[src/rtl/stmt_lowerer_seq_encoder.sv]
// Sequential priority encoder: accepts an 8-bit request vector and emits the index
// of each set bit, lowest first, capped at BURST_MAX indices per vector.
module stmt_lowerer_seq_encoder #(
    parameter int BURST_MAX = 4
) (
    input  logic       clk,
    input  logic       rst_n,
    input  logic       in_valid,
    output logic       in_ready,
    input  logic [7:0] in_req,
    output logic       out_valid,
    input  logic       out_ready,
    output logic [2:0] out_idx,
    output logic [1:0] out_cls,
    output logic       out_last,
    output logic [7:0] drop_cnt
);

    typedef enum logic {IDLE, EMIT} state_t;

    state_t     state_reg, state_next;
    logic [7:0] pending_reg, pending_next;
    logic [3:0] emitted_reg, emitted_next;
    logic [7:0] drop_cnt_reg, drop_cnt_next;

    logic [2:0] low_idx;
    logic [1:0] low_cls;
    logic [3:0] pop;
    logic [7:0] clear_mask;
    logic [8:0] drop_sum;
    logic       last_raw;

    always_comb begin
        low_idx = 3'd0;
        casez (pending_reg)
            8'b???????1: low_idx = 3'd0;
            8'b??????10: low_idx = 3'd1;
            8'b?????100: low_idx = 3'd2;
            8'b????1000: low_idx = 3'd3;
            8'b???10000: low_idx = 3'd4;
            8'b??100000: low_idx = 3'd5;
            8'b?1000000: low_idx = 3'd6;
            8'b10000000: low_idx = 3'd7;
            default:     low_idx = 3'd0;
        endcase
    end

    always_comb begin
        low_cls = 2'd3;
        case (low_idx) inside
            3'd0:         low_cls = 2'd0;
            [3'd1:3'd3]:  low_cls = 2'd1;
            [3'd4:3'd5]:  low_cls = 2'd2;
            default:      low_cls = 2'd3;
        endcase
    end

    always_comb begin
        pop = 4'd0;
        for (int i = 0; i < 8; i++) begin
            pop = pop + {3'd0, pending_reg[i]};
        end
    end

    generate
        for (genvar gi = 0; gi < 8; gi++) begin : g_clear
            assign clear_mask[gi] = (low_idx == 3'(gi));
        end
    endgenerate

    // Only evaluated on the final handshake, where pop >= 1, so the -1 cannot underflow.
    assign drop_sum = {1'b0, drop_cnt_reg} + {5'd0, pop} - 9'd1;
    assign last_raw = (pop == 4'd1) || (emitted_reg == 4'(BURST_MAX - 1));

    // Index outputs are forced to zero outside EMIT so idle/reset presents clean zeros.
    assign in_ready  = (state_reg == IDLE);
    assign out_valid = (state_reg == EMIT);
    assign out_idx   = out_valid ? low_idx : 3'd0;
    assign out_cls   = out_valid ? low_cls : 2'd0;
    assign out_last  = out_valid && last_raw;
    assign drop_cnt  = drop_cnt_reg;

    always_comb begin
        state_next    = state_reg;
        pending_next  = pending_reg;
        emitted_next  = emitted_reg;
        drop_cnt_next = drop_cnt_reg;
        case (state_reg)
            IDLE: begin
                if (in_valid && in_req != 8'd0) begin
                    pending_next = in_req;
                    emitted_next = 4'd0;
                    state_next   = EMIT;
                end
            end
            EMIT: begin
                if (out_ready) begin
                    pending_next = pending_reg & ~clear_mask;
                    emitted_next = emitted_reg + 4'd1;
                    if (last_raw) begin
                        drop_cnt_next = drop_sum[8] ? 8'd255 : drop_sum[7:0];
                        pending_next  = 8'd0;
                        state_next    = IDLE;
                    end
                end
            end
            default: state_next = IDLE;
        endcase
    end

    always_ff @(posedge clk or negedge rst_n) begin
        if (!rst_n) begin
            state_reg    <= IDLE;
            pending_reg  <= 8'd0;
            emitted_reg  <= 4'd0;
            drop_cnt_reg <= 8'd0;
        end else begin
            state_reg    <= state_next;
            pending_reg  <= pending_next;
            emitted_reg  <= emitted_next;
            drop_cnt_reg <= drop_cnt_next;
        end
    end

endmodule
[config.mk]
export PLATFORM = sky130hd
export DESIGN_NAME = stmt_lowerer_seq_encoder
export DESIGN_NICKNAME = d
export VERILOG_FILES = /design/src/rtl/stmt_lowerer_seq_encoder.sv
export SDC_FILE = /design/constraint.sdc
export NUM_CORES = 1
export LEC_CHECK = 0
export ABC_AREA = 1
export BUFFER_PORTS_ARGS = -buffer_cell sky130_fd_sc_hd__buf_2
export CAP_MARGIN = 5
export CELL_PAD_IN_SITES_DETAIL_PLACEMENT = 1
export CELL_PAD_IN_SITES_GLOBAL_PLACEMENT = 1
export CORE_ASPECT_RATIO = 0.9
export CORE_UTILIZATION = 44
export DETAILED_ROUTE_END_ITERATION = 8
export PLACE_DENSITY = 0.87
export SYNTH_ARGS = -nofsm -noshare
export SYNTH_HDL_FRONTEND = slang
export SYNTH_SLANG_ARGS = --single-unit
[constraint.sdc]
create_clock -name clk -period 8.41 [get_ports clk]
set_clock_uncertainty 0.15 [all_clocks]
set_input_delay 0.841 -clock clk [delete_from_list [all_inputs] [get_ports clk]]
set_output_delay 0.841 -clock clk [all_outputs]
set_load 0.01 [all_outputs]
==> results.txt <==
After synthesis, flip-flops and latches occupy 28.07% of the total area. Leaving out fill and tap cells, the most frequent cells in the layout are sky130_fd_sc_hd__nand2_1, sky130_fd_sc_hd__inv_1, sky130_fd_sc_hd__buf_2. The logs give 4.63 ns for the arrival time of data at the critical path endpoint and 269 for the cell count after synthesis. Global routing used 24.19% of the available tracks.

For this run, the slowest stage of the critical path takes 0.54 ns. The routed design could run at a clock period as short as 4.602 ns. The wire-length estimate of the detail-placed layout is 4.168 mm.

The checks that failed: design-rule violations. The later pin in the worst-skew pair is clocked with a latency of 0.26 ns. Fill cells in the final layout number 583.

The tools report the number of distinct library cells after synthesis as 26. The largest fanout on the critical path was 6. STA classifies the critical path endpoint as a flip-flop. The run gives 34 as the starting DRC count in detailed routing.

In the synthesized netlist the dominant register cell turns out to be sky130_fd_sc_hd__dfrtp_1. The run gives 332 as the net total in the final layout. The first detailed-routing pass ran for 6 iterations. The pin count of the biggest net entering global routing is 22, and the total standard cell area after synthesis is 1872 um^2. In this run, post-CTS repair resized a total of 0 instances. The first-pass GRT wire length is 8.590 mm. The core region is 4074 um^2. For the post-CTS repair timing setup buffer count, the log shows 0. On the critical path the largest part of the delay comes from adder cells. Synthesized netlist net count: 303. The synthesized design contains 0 enable-type register cells.

The mean area per synthesized cell is 6.958 um^2. The floorplan step defined a die boundary enclosing 4519 um^2. The clock root buffer was sky130_fd_sc_hd__clkbuf_8.

For the total via count after detailed routing, the log shows 1736. For the global route total overflow, the log shows 0. The worst hold path cell count is 2, and the count of standard-cell rows is 22. The commonest non-fill, non-tap cell in the layout is sky130_fd_sc_hd__nand2_1.

For the maximum clock frequency, the log shows 217.3 MHz. The ratio of final minimum period to clock period was 54.72%; the total I/O pin count was 28. After synthesis, the share of flip-flops with an asynchronous set or reset is 100.0%.

The height of the chip was 63.88 um. For the H-tree depth, the log shows 1. TritonCTS built the clock tree. Buffers inserted to repair hold after CTS numbered 0.

The critical path buffer and inverter count is 3. Setup repair after global routing left no endpoint under its margin. Number of stages on the worst setup path: 18. The routed wire length per instance is 14.12 um, and the routed wire length is 4.871 mm. The class of the most critical setup path is reg -> reg. The critical path goes through fa_1, inv_1, fa_1, fa_1, inv_1, ha_1, fa_1, xnor2_2, ha_1, inv_1, ha_1, a21oi_1, nand2_1, nand2_1, nand2_1, nand2_1, nand2_1, a22oi_1. The horizontal extent of the die was 70.75 um; the final number of hold-violating endpoints was 0. During synthesis, Yosys emitted a total of 0 warnings. The effective utilization at floorplan is 45.95%. No sink is reached through more buffers than the 2 on the longest clock path.

Setup total negative slack on the finished layout was measured at 0 ns. Counting every sink on the clock net gives 21. The TritonCTS buffer count is 3. Input and output buffers added on the ports amount to 27.

Dividing the detail-routed via count by the number of cells gives 5.032. Data on the critical path is required at its endpoint by 8.44 ns. After clock tree synthesis, the clock-pin slew on the worst setup and hold paths is 0.08 ns. Cell occurring most often along the worst timing path: sky130_fd_sc_hd__nand2_1. The fraction of layout cells with a size suffix above 1 is 17.17%.

The run finished, with violations left. The slowest stage of the critical path belongs to the cell sky130_fd_sc_hd__fa_1. In this run, synthesis produced a sequential element count of 21. Routability-driven placement finished with a final weighted congestion of 0.7780. For this run, design rule violations remaining after detail routing come to 2. The area growth from synthesis to layout was 11.43%; the count of endpoints failing setup in the final report was 0. For flop-to-flop paths, the worst setup slack is 3.81 ns. The headroom to the max-slew limit came out at 66.91%. The cell count of the worst reg-to-reg path came out at 18.

The tightest min-delay check is of the reg -> reg type. The number of global-route vias before repair is 1890. The slew at the pin closest to its max-slew limit is 0.4964 ns. Initial antenna violation count: 0. The number of antenna diodes in the final layout is 0. Once detail routing completed, the nets flagged for antenna violations numbered 0. The run gives 0 as the max-capacitance violation count. Hold timing on the final database bottoms out at a slack of 0.3291 ns. Critical path launch point type: a flip-flop.

The max-slew violation total from the final report was 0.
## cells by family after synthesis
group | after synthesis | share of synthesized area (%)
fa+ha+maj | 22 | 16.71
buf+inv | 50 | 10.83
simple gates | 156 | 37.03
compound gates | 18 | 6.016
xor+xnor | 2 | 1.337
flops | 21 | 28.07
## final timing paths
kind,from,endpoint
max in group asynchronous,rst_n,pending_reg[6]
worst min-delay path,pending_reg[6],pending_reg[6]
worst min register to register,pending_reg[6],pending_reg[6]
worst max register to register,pending_reg[0],drop_cnt[1]
worst max-delay path,pending_reg[0],drop_cnt[1]
min in group asynchronous,rst_n,pending_reg[1]
## per-layer routing
layer / vias up / track usage (%) / wire (um)
met5: - / 0 / 0
met4: 0 / 4.000 / 36
met3: 6 / 3.470 / 108
met2: 17 / 41.71 / 2360
met1: 822 / 32.71 / 2366
li1: 891 / - / -
## area by class of cell
class | count | area, um^2 | area share (%)
Multi-Input combinational cell | 198 | 1144 | 54.83
Inverter | 47 | 176.4 | 8.458
Clock buffer | 4 | 45.04 | 2.160
Sequential cell | 21 | 525.5 | 25.19
Timing Repair Buffer | 27 | 135.1 | 6.479
Tap cell | 48 | 60.06 | 2.879
## through the flow
stage | util, % | cells | instance area, um^2 | worst slack [ns]
final | 51.20 | 345 | 2086 | 3.808
after global routing | 51.20 | 345 | 2086 | 3.580
after CTS | 51.20 | 345 | 2086 | 3.798
after detailed placement | 50.09 | 341 | 2041 | 3.809
after global placement | 50.09 | 341 | 2041 | 3.925
after floorplan | - | 269 | 1872 | 4.190
## worst reg2reg max path: cells and delay by family, from the launching register on
| kind | cells | cell delay (ns) |
|---|---|---|
| flops | 1 | 0.42 |
| simple gates | 5 | 0.50 |
| compound gates | 2 | 0.42 |
| fa+ha+maj | 7 | 2.66 |
| xor+xnor | 1 | 0.20 |
| buf+inv | 3 | 0.16 |
## synth_stat cells (2+ instances only)
library cell,n,area [um^2]
sky130_fd_sc_hd__nand4_1,5,31.28
sky130_fd_sc_hd__fa_1,5,100.1
sky130_fd_sc_hd__inv_1,41,153.9
sky130_fd_sc_hd__nand2_1,90,337.8
sky130_fd_sc_hd__nand3_1,21,105.1
sky130_fd_sc_hd__ha_1,17,212.7
sky130_fd_sc_hd__nand2_2,2,12.51
sky130_fd_sc_hd__nor2_4,3,33.78
sky130_fd_sc_hd__buf_4,2,15.01
sky130_fd_sc_hd__inv_2,5,18.77
sky130_fd_sc_hd__or2_2,3,18.77
sky130_fd_sc_hd__a21oi_1,13,65.06
sky130_fd_sc_hd__a22oi_1,2,15.01
sky130_fd_sc_hd__nor2_1,26,97.59
sky130_fd_sc_hd__nand2_4,2,22.52
sky130_fd_sc_hd__nand3_2,2,20.02
sky130_fd_sc_hd__dfrtp_1,21,525.5
Power is left out: the tool's default activity adds up to more than one toggle a clock period on the data nets, which glitch-free logic cannot reach.
